[config.mk]
export PLATFORM = sky130hd
export DESIGN_NAME = audio_sequencer
export DESIGN_NICKNAME = d
export VERILOG_FILES = /design/src/rtl/audioport_pkg.sv /design/src/rtl/stereo_fifo.sv /design/src/rtl/audio_sequencer.sv
export SDC_FILE = /design/constraint.sdc
export NUM_CORES = 1
export LEC_CHECK = 0
export ABC_CLOCK_PERIOD_IN_PS = 11100
export BUFFER_PORTS_ARGS = -buffer_cell sky130_fd_sc_hd__buf_2
export CELL_PAD_IN_SITES_DETAIL_PLACEMENT = 1
export CELL_PAD_IN_SITES_GLOBAL_PLACEMENT = 1
export CORE_UTILIZATION = 40
export CTS_BUF_LIST = sky130_fd_sc_hd__clkbuf_4 sky130_fd_sc_hd__clkbuf_8 sky130_fd_sc_hd__clkbuf_16
export DETAILED_ROUTE_END_ITERATION = 8
export PLACE_DENSITY_LB_ADDON = 0.1
export SYNTH_ARGS = -nofsm -noshare
export SYNTH_HDL_FRONTEND = slang
export SYNTH_SLANG_ARGS = --single-unit
[constraint.sdc]
create_clock -name clk -period 11.1 [get_ports clk]
set_input_delay 0.555 -clock clk [delete_from_list [all_inputs] [get_ports clk]]
set_output_delay 0.555 -clock clk [all_outputs]
set_load 0.02 [all_outputs]
[src/rtl/audioport_pkg.sv]
// Shared types and default parameters for the audio port control path.
package audioport_pkg;

    localparam int AUDIO_W_DEF       = 24;
    localparam int FIFO_DEPTH_DEF    = 8;
    localparam int IRQ_THRESHOLD_DEF = 4;
    localparam int CFG_WAIT_DEF      = 4;

    typedef enum logic [1:0] {
        IDLE   = 2'd0,
        CONFIG = 2'd1,
        PLAY   = 2'd2
    } seq_state_t;

    typedef logic [1:0][AUDIO_W_DEF-1:0] stereo_t;

endpackage

[src/rtl/stereo_fifo.sv]
// Stereo-pair FIFO: pointer and occupancy logic with a synchronous flush.
module stereo_fifo #(
    parameter int DEPTH = 8,
    parameter int W     = 24
) (
    input  logic                         clk,
    input  logic                         rst,
    input  logic                         push,
    input  logic                         pop,
    input  logic                         clear,
    input  logic [1:0][W-1:0]            wdata,
    output logic [1:0][W-1:0]            rdata,
    output logic [$clog2(DEPTH+1)-1:0]   level,
    output logic                         full,
    output logic                         empty
);

    localparam int LW = $clog2(DEPTH + 1);
    localparam int PW = $clog2(DEPTH);

    logic [1:0][W-1:0] mem [DEPTH];
    logic [PW-1:0]     wr_ptr;
    logic [PW-1:0]     rd_ptr;
    logic              do_push;
    logic              do_pop;

    assign full    = (level == LW'(DEPTH));
    assign empty   = (level == '0);
    assign do_push = push && !full;
    assign do_pop  = pop && !empty;
    assign rdata   = mem[rd_ptr];

    // Pointers wrap naturally because DEPTH is a power of two; clear flushes everything.
    always_ff @(posedge clk or posedge rst) begin
        if (rst) begin
            wr_ptr <= '0;
            rd_ptr <= '0;
            level  <= '0;
        end else if (clear) begin
            wr_ptr <= '0;
            rd_ptr <= '0;
            level  <= '0;
        end else begin
            wr_ptr <= wr_ptr + PW'(do_push);
            rd_ptr <= rd_ptr + PW'(do_pop);
            level  <= level + LW'(do_push) - LW'(do_pop);
        end
    end

    // Sample storage needs no reset; only entries between the pointers are ever read.
    always_ff @(posedge clk) begin
        if (do_push && !clear) begin
            mem[wr_ptr] <= wdata;
        end
    end

endmodule

[src/rtl/audio_sequencer.sv]
// Audio port sequencer: command FSM, sample request service and buffer-low interrupt.
module audio_sequencer
    import audioport_pkg::*;
#(
    parameter int FIFO_DEPTH    = FIFO_DEPTH_DEF,
    parameter int AUDIO_W       = AUDIO_W_DEF,
    parameter int IRQ_THRESHOLD = IRQ_THRESHOLD_DEF,
    parameter int CFG_WAIT      = CFG_WAIT_DEF
) (
    input  logic                              clk,
    input  logic                              rst,
    input  logic                              start_in,
    input  logic                              stop_in,
    input  logic                              clr_in,
    input  logic                              cfg_in,
    input  logic                              wr_in,
    input  logic [1:0][AUDIO_W-1:0]           wdata_in,
    input  logic                              req_in,
    input  logic                              irq_ack_in,
    output logic [1:0][AUDIO_W-1:0]           abuf_out,
    output logic                              tick_out,
    output logic                              play_out,
    output logic                              cfg_out,
    output logic                              clr_out,
    output logic                              irq_out,
    output logic                              underrun_out,
    output logic                              full_out,
    output logic [$clog2(FIFO_DEPTH+1)-1:0]   level_out
);

    localparam int LW = $clog2(FIFO_DEPTH + 1);
    localparam int CW = $clog2(CFG_WAIT + 1);

    localparam logic [1:0] S_IDLE   = IDLE;
    localparam logic [1:0] S_CONFIG = CONFIG;
    localparam logic [1:0] S_PLAY   = PLAY;

    logic [1:0]               state;
    logic [CW-1:0]            cfg_cnt;
    logic                     arm;
    logic                     serve;
    logic                     push_ok;
    logic                     pop_ok;
    logic                     fifo_empty;
    logic [1:0][AUDIO_W-1:0]  head;
    logic [LW-1:0]            level_next;

    assign play_out = (state == S_PLAY);
    assign serve    = req_in && (state == S_PLAY) && !clr_in;
    assign push_ok  = wr_in && !clr_in && !full_out;
    assign pop_ok   = serve && !fifo_empty;

    // Occupancy the FIFO will hold after this cycle, used for the interrupt decision.
    always_comb begin
        level_next = level_out + LW'(push_ok) - LW'(pop_ok);
    end

    stereo_fifo #(
        .DEPTH (FIFO_DEPTH),
        .W     (AUDIO_W)
    ) u_fifo (
        .clk   (clk),
        .rst   (rst),
        .push  (push_ok),
        .pop   (pop_ok),
        .clear (clr_in),
        .wdata (wdata_in),
        .rdata (head),
        .level (level_out),
        .full  (full_out),
        .empty (fifo_empty)
    );

    // Command FSM: configure wins over start in IDLE, stop wins in PLAY, CONFIG ignores commands.
    always_ff @(posedge clk or posedge rst) begin
        if (rst) begin
            state   <= S_IDLE;
            cfg_cnt <= '0;
            cfg_out <= 1'b0;
        end else begin
            cfg_out <= 1'b0;
            case (state)
                S_IDLE: begin
                    if (cfg_in) begin
                        state   <= S_CONFIG;
                        cfg_cnt <= CW'(CFG_WAIT);
                        cfg_out <= 1'b1;
                    end else if (start_in) begin
                        state <= S_PLAY;
                    end
                end
                S_CONFIG: begin
                    cfg_cnt <= cfg_cnt - CW'(1);
                    if (cfg_cnt == CW'(1)) begin
                        state <= S_IDLE;
                    end
                end
                S_PLAY: begin
                    if (stop_in) begin
                        state <= S_IDLE;
                    end
                end
                default: state <= S_IDLE;
            endcase
        end
    end

    // Request service: present the FIFO head (or silence on underrun) with a one-cycle tick.
    always_ff @(posedge clk or posedge rst) begin
        if (rst) begin
            abuf_out     <= '0;
            tick_out     <= 1'b0;
            underrun_out <= 1'b0;
            clr_out      <= 1'b0;
        end else begin
            tick_out <= 1'b0;
            clr_out  <= 1'b0;
            if (clr_in) begin
                abuf_out     <= '0;
                underrun_out <= 1'b0;
                clr_out      <= 1'b1;
            end else if (serve) begin
                tick_out <= 1'b1;
                if (fifo_empty) begin
                    abuf_out     <= '0;
                    underrun_out <= 1'b1;
                end else begin
                    abuf_out <= head;
                end
            end
        end
    end

    // Buffer-low interrupt fires once per arming; arming returns when the level rises above threshold.
    always_ff @(posedge clk or posedge rst) begin
        if (rst) begin
            irq_out <= 1'b0;
            arm     <= 1'b1;
        end else if (clr_in) begin
            irq_out <= 1'b0;
            arm     <= 1'b1;
        end else if ((state == S_PLAY) && arm && (level_next <= LW'(IRQ_THRESHOLD))) begin
            irq_out <= 1'b1;
            arm     <= 1'b0;
        end else begin
            if (irq_ack_in) begin
                irq_out <= 1'b0;
            end
            if (level_out > LW'(IRQ_THRESHOLD)) begin
                arm <= 1'b1;
            end
        end
    end

endmodule

==> flow_summary.toml, run 1 <==
[power]
ir_drop_v = 0.0001216
powerDensity_nw_per_um2 = 187.3
p_leak_nw = 7.140

[layout]
final_common_cell = "edfxtp_1"
area_delta_synth_final_pct = 15.88
drive_gt1_share_pct = 31.38
final_cell_mix = "edfxtp_1 (384), buf_2 (115), mux4_2 (74)"
stdcell_area_sq_um = 20020
fillers = 3835
nets = 988

[clock_tree]
post_cts_resized = 0
cts_hold_buf = 0
clk_latency_ns = 0.57
cts_made_buffers = 48
cts_tree = "yes"
cts.sinks = 453
cts_buffer_depth = 3
clk_pin_slew_worst_paths_ns = 0.06
cts_setup_buffers = 0
root_buffer = "clkbuf_16"
h-tree-depth = 2

[floorplanning]
rows = 75
dieArea_sq_um = 44020
pin_count = 116
die_width_microns = 209.8
die_y_microns = 209.8
core_area_sq_um = 42230
initial_core_util_pct = 40.91

[sta]
tightestPinTransition_ns = 1.187
hold_viol_final = 0
clock_skew_ns = 0.01745
post-route-min-period_ns = 3.512
fin_crit_sh_pct = 31.64
whs_ns = 0.02520
tns_ns = 0
setup_violations = 0
slew_headroom_pct = 20.86
drv_slew = 0
max_freq_mhz = 284.8
rsz0062_at_grt = "no"

[run]
max_cap_violations = 0

[placement]
io_buffers = 115
dp_hpwl_microns = 20510
gp_congestion = 0.7101
placed_cell_area_sq_um = 18370

[worst_setup_path]
rrSetupSlack_ns = 7.59
cp.arrival_ns = 3.96
worstSetupPathType = "flip-flop to flip-flop"
path_max_fanout = 51
startpoint_type = "flip-flop"
rr_endpoint = "irq_out"
worstPathRequired_ns = 11.55
r2r-start = "state[0]"
r2r_cells = 12
crit_path_end_kind = "flip-flop"

[synth]
ys_ff_latch = 453
synth-edff-count = 384
synth-async-reset-ratio_pct = 15.23
syn_inst = 778
seq_area_frac_synth_pct = 76.76
syn_area_sq_um = 17270
syn-num-nets = 850
synth.distinct_cells = 32
synth.avg_cell_area_sq_um = 22.20
yosys_warnings = 0
synthFlopType = "edfxtp_1"

[grt]
gr-total-overflow = 0
track_usage_pct = 18.44
grt_max_degree = 55
grt_pass1_vias = 9292
grt_antenna_before_repair = 3
grt_pass1_wl_microns = 59410

[routing]
drtIter0Drc = 460
drc = 0
wl_per_cell_microns = 26.23
num_vias = 8196
viasPerCell = 5.479
drtPass1Iterations = 4
wl_microns = 39240
ant_nets = 0

[worst_hold_path]
hold_path_class = "input pin to async pin"

[status]
outcome = "completed"
## power by group
part	internal, W	total, W	switching [W]
sequential	0.00190	0.00192	0.0000222
combinational	0.0000628	0.000178	0.000115
clock	0.000988	0.00165	0.000661
total	0.00295	0.00375	0.000798
## layer usage
| layer | track usage [%] | wire length (microns) | part of all wire [%] |
|---|---|---|---|
| met1 | 24.11 | 17170 | 44 |
| met2 | 31.66 | 19720 | 50 |
| met3 | 3.067 | 1463 | 3.7 |
| met4 | 5.638 | 857 | 2.2 |
| met5 | 0 | 22 | 0.056 |
## cells by family (layout without fill, tap and decap cells)
kind of cell / after synthesis / in the layout / share of synthesized area (%)
buffers and inverters: 56 / 234 / 2.325
adders and majority gates: 15 / 15 / 1.173
other: 0 / 1 / 0
DFF: 453 / 453 / 76.76
xor gates and xnor gates: 5 / 5 / 0.2535
AOI/OAI and AO/OA: 64 / 64 / 3.441
and+or+nand+nor: 89 / 89 / 3.057
muxes: 96 / 96 / 12.99
## metrics by stage
step | instances | worst slack, ns | util (%) | total power, W
2_1_floorplan | 778 | 5.788 | - | 0.002058
3_3_place_gp | 1405 | 7.305 | 43.50 | 0.002126
3_5_place_dp | 1405 | 7.188 | 43.50 | 0.002140
4_1_cts | 1495 | 7.549 | 47.40 | 0.003795
5_1_grt | 1495 | 7.353 | 47.40 | 0.003875
6_report | 1496 | 7.588 | 47.40 | 0.003749
## flip-flops by register name (all words and copies together), names as in the netlist
| register | count |
|---|---|
| cfg_cnt | 3 |
| clr_out | 1 |
| state | 2 |
| underrun_out | 1 |
| cfg_out | 1 |
| irq_out | 1 |
| u_fifo.level | 4 |
| arm | 1 |
| u_fifo.mem | 384 |
| u_fifo.rd_ptr | 3 |
| u_fifo.wr_ptr | 3 |
| abuf_out | 48 |
| tick_out | 1 |
## area by class of cell
cell class                      count  area, sq um  area share (%)
Tap cell                          539        674.4           3.369
Clock inverter                     32        327.8           1.638
Clock buffer                       58         1318           6.582
Timing Repair Buffer              131        695.7           3.475
Multi-Input combinational cell    269         3680           18.38
Inverter                           13        51.30          0.2563
Antenna cell                        1        2.502         0.01250
Sequential cell                   453        13270           66.28
## how the worst max path moves through the flow
stage | end | start | slack (ns)
after floorplan | u_fifo.mem[1][0] | u_fifo.level[2] | 5.79
after global placement | irq_out | clr_in | 7.30
after detailed placement | irq_out | clr_in | 7.19
after CTS | irq_out | state[0] | 7.55
after global routing | irq_out | state[0] | 7.35
final | irq_out | state[0] | 7.59
## worst max-delay path, cell delays in order, from the launching register on
cell and delay (ns):
dfrtp_1 0.45, and4bb_4 0.35, a21boi_4 0.16, buf_4 0.58, ha_1 0.36, inv_1 0.06
ha_1 0.22, inv_1 0.10, fa_1 0.41, xnor2_1 0.13, o21ai_0 0.11, and3_1 0.21
a32o_1 0.26
## synth_stat cells (5+ instances only)
library cell | n | area share, %
edfxtp_1 | 384 | 67
mux4_2 | 74 | 9.6
dfrtp_1 | 68 | 9.9
and3_1 | 49 | 1.8
a221o_1 | 48 | 2.8
mux4_1 | 22 | 3.3
clkbuf_1 | 21 | 0.46
nor2_1 | 15 | 0.33
ha_1 | 13 | 0.94
inv_1 | 13 | 0.28
buf_12 | 8 | 0.93
nor2b_1 | 8 | 0.29
buf_2 | 7 | 0.20
buf_6 | 7 | 0.46
xnor2_1 | 5 | 0.25
Power figures use the tool's default switching activity.
==> run 2, diff against run 1 <==
--- a/config.mk
+++ b/config.mk
@@ -5,7 +5,8 @@
 export SDC_FILE = /design/constraint.sdc
 export NUM_CORES = 1
 export LEC_CHECK = 0
-export ABC_CLOCK_PERIOD_IN_PS = 11100
+export ABC_AREA = 1
+export ABC_CLOCK_PERIOD_IN_PS = 3700
 export BUFFER_PORTS_ARGS = -buffer_cell sky130_fd_sc_hd__buf_2
 export CELL_PAD_IN_SITES_DETAIL_PLACEMENT = 1
 export CELL_PAD_IN_SITES_GLOBAL_PLACEMENT = 1
==> constraint.sdc (replaced) <==
create_clock -name clk -period 3.7 [get_ports clk]
set_input_delay 0.185 -clock clk [delete_from_list [all_inputs] [get_ports clk]]
set_output_delay 0.185 -clock clk [all_outputs]
set_load 0.02 [all_outputs]
==> run 2 against run 1 <==
Cell count up 55%; flip-flop and latch count unchanged; total power increased to 3.0 times the previous value; critical path depth up 3; setup slack got worse by 7.1 ns; synthesized cell count grew 97%; die area grew 3.8%; global-route usage increased by 2.2 points; critical endpoint unchanged.
==> flow_summary.toml, run 2 <==
[sta]
hold_viol_final = 0
drv_slew = 0
fin_crit_sh_pct = 85.73
post-route-min-period_ns = 3.172
clock_skew_ns = 0.01332
tightestPinTransition_ns = 1.148
rsz0062_at_grt = "no"
setup_violations = 0
setup_ws_ns = 0.5280
tns_ns = 0
slew_headroom_pct = 23.36
max_freq_mhz = 315.3

[synth]
synth-edff-count = 384
synth_top_cells_by_count = "edfxtp_1 (384), nand2_1 (319), nor2_1 (312), nand3_1 (148), o21ai_1 (136)"
synth_area_leaders = "edfxtp_1 (64%), dfrtp_1 (9.5%), nand2_1 (6.7%)"
ys_ff_latch = 453
syn_area_sq_um = 17940
yosys_warnings = 0
synth-adder-area-share_pct = 1.130
synthSimpleGateAreaFrac_pct = 17.55
synth_top_cell_area_share_pct = 64.26
syn_inst = 1530
yosysMostFrequentCell = "edfxtp_1"
synthMuxAreaShare_pct = 0
yosysTopAreaCell = "edfxtp_1"
synth_xor_area_share_pct = 0.09762
syn-num-nets = 1602
synth_top_family_by_area = "simple AND/OR/NAND/NOR gates"
synth.avg_cell_area_sq_um = 11.73
seq_area_frac_synth_pct = 73.89
synth_compound_area_share_pct = 4.344
synth.distinct_cells = 26
synthFlopType = "edfxtp_1"
synth-async-reset-ratio_pct = 15.23

[grt]
grt_pass1_vias = 12360
grt_max_degree = 194
track_usage_pct = 20.67
gr-total-overflow = 0
grt_pass1_wl_microns = 70780
grt_antenna_before_repair = 1

[routing]
drc = 0
wl_microns = 45890
drtIter0Drc = 604
drtPass1Iterations = 5
viasPerCell = 5.049
num_vias = 11740
wl_per_cell_microns = 19.73
ant_nets = 0

[clock_tree]
cts.sinks = 453
cts_buffer_depth = 3
cts_made_buffers = 50
root_buffer = "clkbuf_16"
cts_tree = "yes"
cts_setup_buffers = 0
clk_latency_ns = 0.58
clk_pin_slew_worst_paths_ns = 0.06
h-tree-depth = 2

[layout]
nets = 1764
largestRegisters = "u_fifo.mem (384), abuf_out (48), u_fifo.level (4)"
area_delta_synth_final_pct = 19.08
final_cell_mix = "edfxtp_1 (384), nand2_1 (319), nor2_1 (304)"
regMostFlops = "u_fifo.mem"
fin_util_pct = 48.32
num_antenna_cells = 0
final_common_cell = "edfxtp_1"
drive_gt1_share_pct = 14.07
largest_reg_flops = 384
stdcell_area_sq_um = 21370

[worst_setup_path]
crit_path_end_kind = "flip-flop"
startpoint_type = "flip-flop"
worst-path-buf-inv = 5
crit_family = "adder cells"
rrSetupSlack_ns = 0.53
cpPeakStageDelay_ns = 0.56
crit_start = "u_fifo.level[2]"
r2r_cells = 15
rr_endpoint = "irq_out"
worstPathRequired_ns = 4.22
r2r-start = "u_fifo.level[2]"
cp.arrival_ns = 3.69
cp_slowest_cell = "dlygate4sd3_1"
crit_top_cell = "inv_1"
path_max_fanout = 3
worstSetupPathType = "flip-flop to flip-flop"
crit_chain = "inv_1, ha_1, inv_1, nor2_1, nor3_4, ha_1, inv_1, ha_1, inv_1, fa_1, nand2_1, a21oi_1, nand2_1, a21oi_1, dlygate4sd3_1"

[worst_hold_path]
hold_path_class = "input pin to async pin"

[placement]
gp_congestion = 0.7303
dp_hpwl_microns = 24320
placed_cell_area_sq_um = 19210
io_buffers = 115
place_ws_ns = 0.8798

[status]
outcome = "completed"

[floorplanning]
core_area_sq_um = 44220
die_y_microns = 213.8
dieArea_sq_um = 45710
initial_core_util_pct = 40.58
pin_count = 116
die_width_microns = 213.8
rows = 77

[power]
total_power_w = 0.01139
ir_drop_v = 0.0003706
powerDensity_nw_per_um2 = 533.0
p_leak_nw = 8.326

[run]
max_cap_violations = 0
## run 2: cell count changes in the layout (fill, tap and decap cells not counted), sizes merged, moves of 9 or more
cell         before  now
dlygate4sd3       0   56
nor2b             9    0
o21ai             4  147
nand3             0  148
nand2             4  320
nor2             15  313
mux4             96    0
and3             49    0
a221o            48    0
clkbuf           58   68
inv              16   37
## run 2: cell type report
type,count,area [sq um]
fill,4645,22850
sequential,453,13270
multi-input combinational,954,4209
clock buffer,68,1451
timing repair buffer,195,1404
tap,592,740.7
inverter,38,148.9
clock inverter,26,147.6
## run 2: through the flow
step / cells / hold WS (ns)
CTS: 2326 / 0.2437
detailed placement: 2176 / 0.3145
finish: 2326 / 0.2526
global placement: 2176 / 0.2989
global route: 2326 / 0.3013
floorplan: 1530 / 0.2164
## run 2: what timing repair did
action                    CTS  global route
gates resized for setup     0             0
hold endpoints to repair  428             0
hold buffers               56             0
## run 2: worst max-delay path by stage
stage,slack (ns),depth (start not counted),endpoint
2_1_floorplan,-0.02,7,u_fifo.mem[0][0]
3_3_place_gp,1.04,8,u_fifo.mem[0][9]
3_5_place_dp,0.88,8,u_fifo.mem[0][23]
4_1_cts,0.51,15,irq_out
5_1_grt,0.25,15,irq_out
6_report,0.53,15,irq_out
## run 2: logic make-up after synthesis
logic type | count (synthesis)
buffers and inverters | 123
AND/OR/NAND/NOR | 783
flip-flops | 453
XOR/XNOR | 2
AO/OA/AOI/OAI | 154
adder cells (fa/ha/maj) | 15
## run 2: where the power goes
group / switching (W) / internal, W / total [W]
Clock: 0.00198 / 0.00281 / 0.00479
Sequential: 0.0000586 / 0.00570 / 0.00576
Combinational: 0.000566 / 0.000273 / 0.000839
Total: 0.00260 / 0.00879 / 0.0114
## run 2: routing by layer
metal	up-vias	GRT usage (%)	share of wire (%)
li1	5575	-	-
met4	2	6.256	2.1
met1	5921	26.96	46
met5	-	0	0.022
met3	72	2.768	2.9
met2	174	35.86	49
## run 2: worst register-to-register path: cells and delay by family, from the launching register on
| family | cells | cell delay (ns) |
|---|---|---|
| buf+inv | 5 | 0.86 |
| flops | 1 | 0.38 |
| fa+ha+maj | 4 | 1.18 |
| compound gates | 2 | 0.28 |
| simple gates | 4 | 0.42 |
==> run 3, diff against run 2 <==
--- a/config.mk
+++ b/config.mk
@@ -16,4 +16,5 @@
 export PLACE_DENSITY_LB_ADDON = 0.1
 export SYNTH_ARGS = -nofsm -noshare
 export SYNTH_HDL_FRONTEND = slang
+export SYNTH_HIERARCHICAL = 1
 export SYNTH_SLANG_ARGS = --single-unit
==> run 3 against run 2 <==
Register-to-register slack worse by 0.19 ns; total power is 3.1% higher; non-clock buffer count is 11 higher; flip-flop and latch count stayed put; combinational power is 6.0% higher; largest cell class unchanged; highest routed layer unchanged.
==> flow_summary.toml, run 3 <==
[status]
outcome = "completed"

[synth]
synth.avg_cell_area_sq_um = 9.766
ys_ff_latch = 453
syn_inst = 2033
synth_area_leaders = "edfxtp_1 (58%), nand2_1 (14%), dfrtp_1 (8.6%)"
yosysMostFrequentCell = "nand2_1"
syn-num-nets = 2109
synth_top_cells_by_count = "nand2_1 (747), inv_1 (429), edfxtp_1 (384), nand3_1 (249), dfrtp_1 (68)"
synthFlopType = "edfxtp_1"
synth-edff-count = 384
synth.distinct_cells = 25
seq_area_frac_synth_pct = 66.78
yosys_warnings = 6
yosysTopAreaCell = "edfxtp_1"
synth-async-reset-ratio_pct = 15.23
syn_area_sq_um = 19860
synth_top_cell_area_share_pct = 58.08

[sta]
setup_violations = 0
post-route-min-period_ns = 3.366
clock_skew_ns = 0.01274
hold_viol_final = 0
fin_crit_sh_pct = 90.98
slew_headroom_pct = 28.60
whs_ns = 0.06437
drv_slew = 0
tightestPinTransition_ns = 1.071
max_freq_mhz = 297.1
rsz0062_at_grt = "no"

[layout]
stdcell_area_sq_um = 23570
fin_util_pct = 48.15
regMostFlops = "u_fifo/mem"
drive_gt1_share_pct = 11.54
fillers = 5499
seq_area_sq_um = 13270
nets = 2278
instances_no_fill = 2912
final_common_cell = "nand2_1"
final_cell_mix = "nand2_1 (747), inv_1 (427), edfxtp_1 (384)"
multi_input_area_sq_um = 4617
area_delta_synth_final_pct = 18.71
largest_reg_flops = 384
largestRegisters = "u_fifo/mem (384), abuf_out (48), u_fifo/level (4)"

[worst_setup_path]
crit_chain = "inv_1, nand3_1, inv_1, nor3_1, inv_1, ha_1, inv_1, ha_1, inv_1, fa_1, nand2_1, a21oi_1, nand3_1, a21oi_1, dlygate4sd3_1"
worstPathRequired_ns = 4.21
worstSetupPathType = "flip-flop to flip-flop"
startpoint_type = "flip-flop"
r2r_cells = 15
cp_slowest_cell = "dlygate4sd3_1"
path_max_fanout = 8
cp.arrival_ns = 3.88
crit_top_cell = "inv_1"
cpPeakStageDelay_ns = 0.57
crit_path_end_kind = "flip-flop"

[routing]
num_vias = 13960
drtIter0Drc = 701
drtPass1Iterations = 4
ant_nets = 0
wl_microns = 53130
drc = 0
viasPerCell = 4.794
wl_per_cell_microns = 18.24

[power]
powerDensity_nw_per_um2 = 498.0
power_switching_w = 0.002680
pwr-share-clk_pct = 43.2
p_leak_nw = 11.19
pwr-share-comb_pct = 7.6
ir_drop_v = 0.0003311
switching_share_pct = 22.83
p_int_w = 0.009057
p_seq_share_pct = 49.2

[grt]
gr-total-overflow = 0
track_usage_pct = 21.58
grt_max_degree = 86
grt_antenna_before_repair = 4
grt_pass1_vias = 14520
grt_pass1_wl_microns = 82540

[floorplanning]
initial_core_util_pct = 40.56
dieArea_sq_um = 50530
die_width_microns = 224.8
rows = 81
die_y_microns = 224.8
pin_count = 116
core_area_sq_um = 48950

[clock_tree]
cts_tree = "yes"
clk_pin_slew_worst_paths_ns = 0.06
h-tree-depth = 2
cts_made_buffers = 51
root_buffer = "clkbuf_16"
cts_buffer_depth = 3
cts.sinks = 453
clk_latency_ns = 0.59

[worst_hold_path]
hold_path_class = "input pin to async pin"

[run]
max_cap_violations = 0

[placement]
place_inst = 2756
placed_cell_area_sq_um = 21260
dp_hpwl_microns = 29100
gp_congestion = 0.7507
io_buffers = 115
-- run 3: changes by cell type in the layout (fill, tap and decap cells not counted), sizes merged, moves of 13 or more --
cell	previous run	this run
nand2	320	748
inv	37	434
nor2	313	13
o21ai	147	5
nand3	148	249
clkinv	26	13
-- run 3: final cells by class --
cell class,instances,share of cell area [%]
flip-flops and latches,453,56.29
multi-input cells,1056,19.59
inverters,434,6.938
clock buffers,79,6.699
repair buffers,206,6.317
well taps,664,3.525
clock inverters,17,0.6105
diodes,3,0.03185
-- run 3: cell families (layout without fill, tap and decap cells) --
group                    after synthesis  in the layout  synth area share, %
AO/OA/AOI/OAI                         16             16               0.4411
adder cells (fa/ha/maj)               19             19                1.273
XOR/XNOR                               1              1              0.04412
flip-flops                           453            453                66.78
other                                  0              3                    0
buffers and inverters                524            736                10.45
AND/OR/NAND/NOR                     1020           1020                21.02
-- run 3: metal layers --
layer	GRT usage [%]	vias to the layer above	part of all wire [%]	routed length [microns]
li1	-	6661	-	-
met1	28.70	7056	46	24540
met2	37.23	174	49	26190
met3	2.926	68	2.9	1535
met4	5.245	2	1.6	855
met5	0	-	0.015	8
-- run 3: worst max-delay path: cells and delay by family, from the launching register on --
kind | cells | cell delay, ns
fa+ha+maj | 3 | 0.92
compound gates | 2 | 0.27
flops | 1 | 0.52
buf+inv | 6 | 0.99
simple gates | 4 | 0.60
-- run 3: final timing paths --
| check | startpoint | to | slack [ns] |
|---|---|---|---|
| min in group clk | wr_in | u_fifo/wr_ptr[0] | 0.38 |
| max | u_fifo/level[1] | irq_out | 0.33 |
| min reg2reg | cfg_cnt[2] | cfg_cnt[2] | 0.48 |
| max in group asynchronous | rst | abuf_out[41] | 2.83 |
| min | rst | irq_out | 0.06 |
| max reg2reg | u_fifo/level[1] | irq_out | 0.33 |
-- run 3: power by group through the flow --
stage | sequential, W | combinational [W] | clock (W)
4_1_cts | 0.00577 | 0.000904 | 0.00523
3_3_place_gp | 0.00587 | 0.000812 | 0
5_1_grt | 0.00579 | 0.00102 | 0.00541
3_5_place_dp | 0.00588 | 0.000844 | 0
2_1_floorplan | 0.00591 | 0.000469 | 0
6_report | 0.00577 | 0.000889 | 0.00508
-- run 3: stage by stage --
| step | TNS [ns] | total power [W] | worst slack, ns |
|---|---|---|---|
| 5_1_grt | 0 | 0.01221 | 0.03314 |
| 6_report | 0 | 0.01174 | 0.3338 |
| 3_3_place_gp | 0 | 0.006681 | 0.8011 |
| 3_5_place_dp | 0 | 0.006720 | 0.7422 |
| 2_1_floorplan | -120.53 | 0.006376 | -0.3139 |
| 4_1_cts | 0 | 0.01191 | 0.2247 |
-- run 3: what timing repair did --
| action | CTS | global route |
|---|---|---|
| hold buffers | 57 | 0 |
| endpoints found under the setup margin | 0 | 1 |
| setup buffers | 0 | 0 |
| endpoints found under the hold margin | 467 | 0 |
| resized for setup | 0 | 1 |
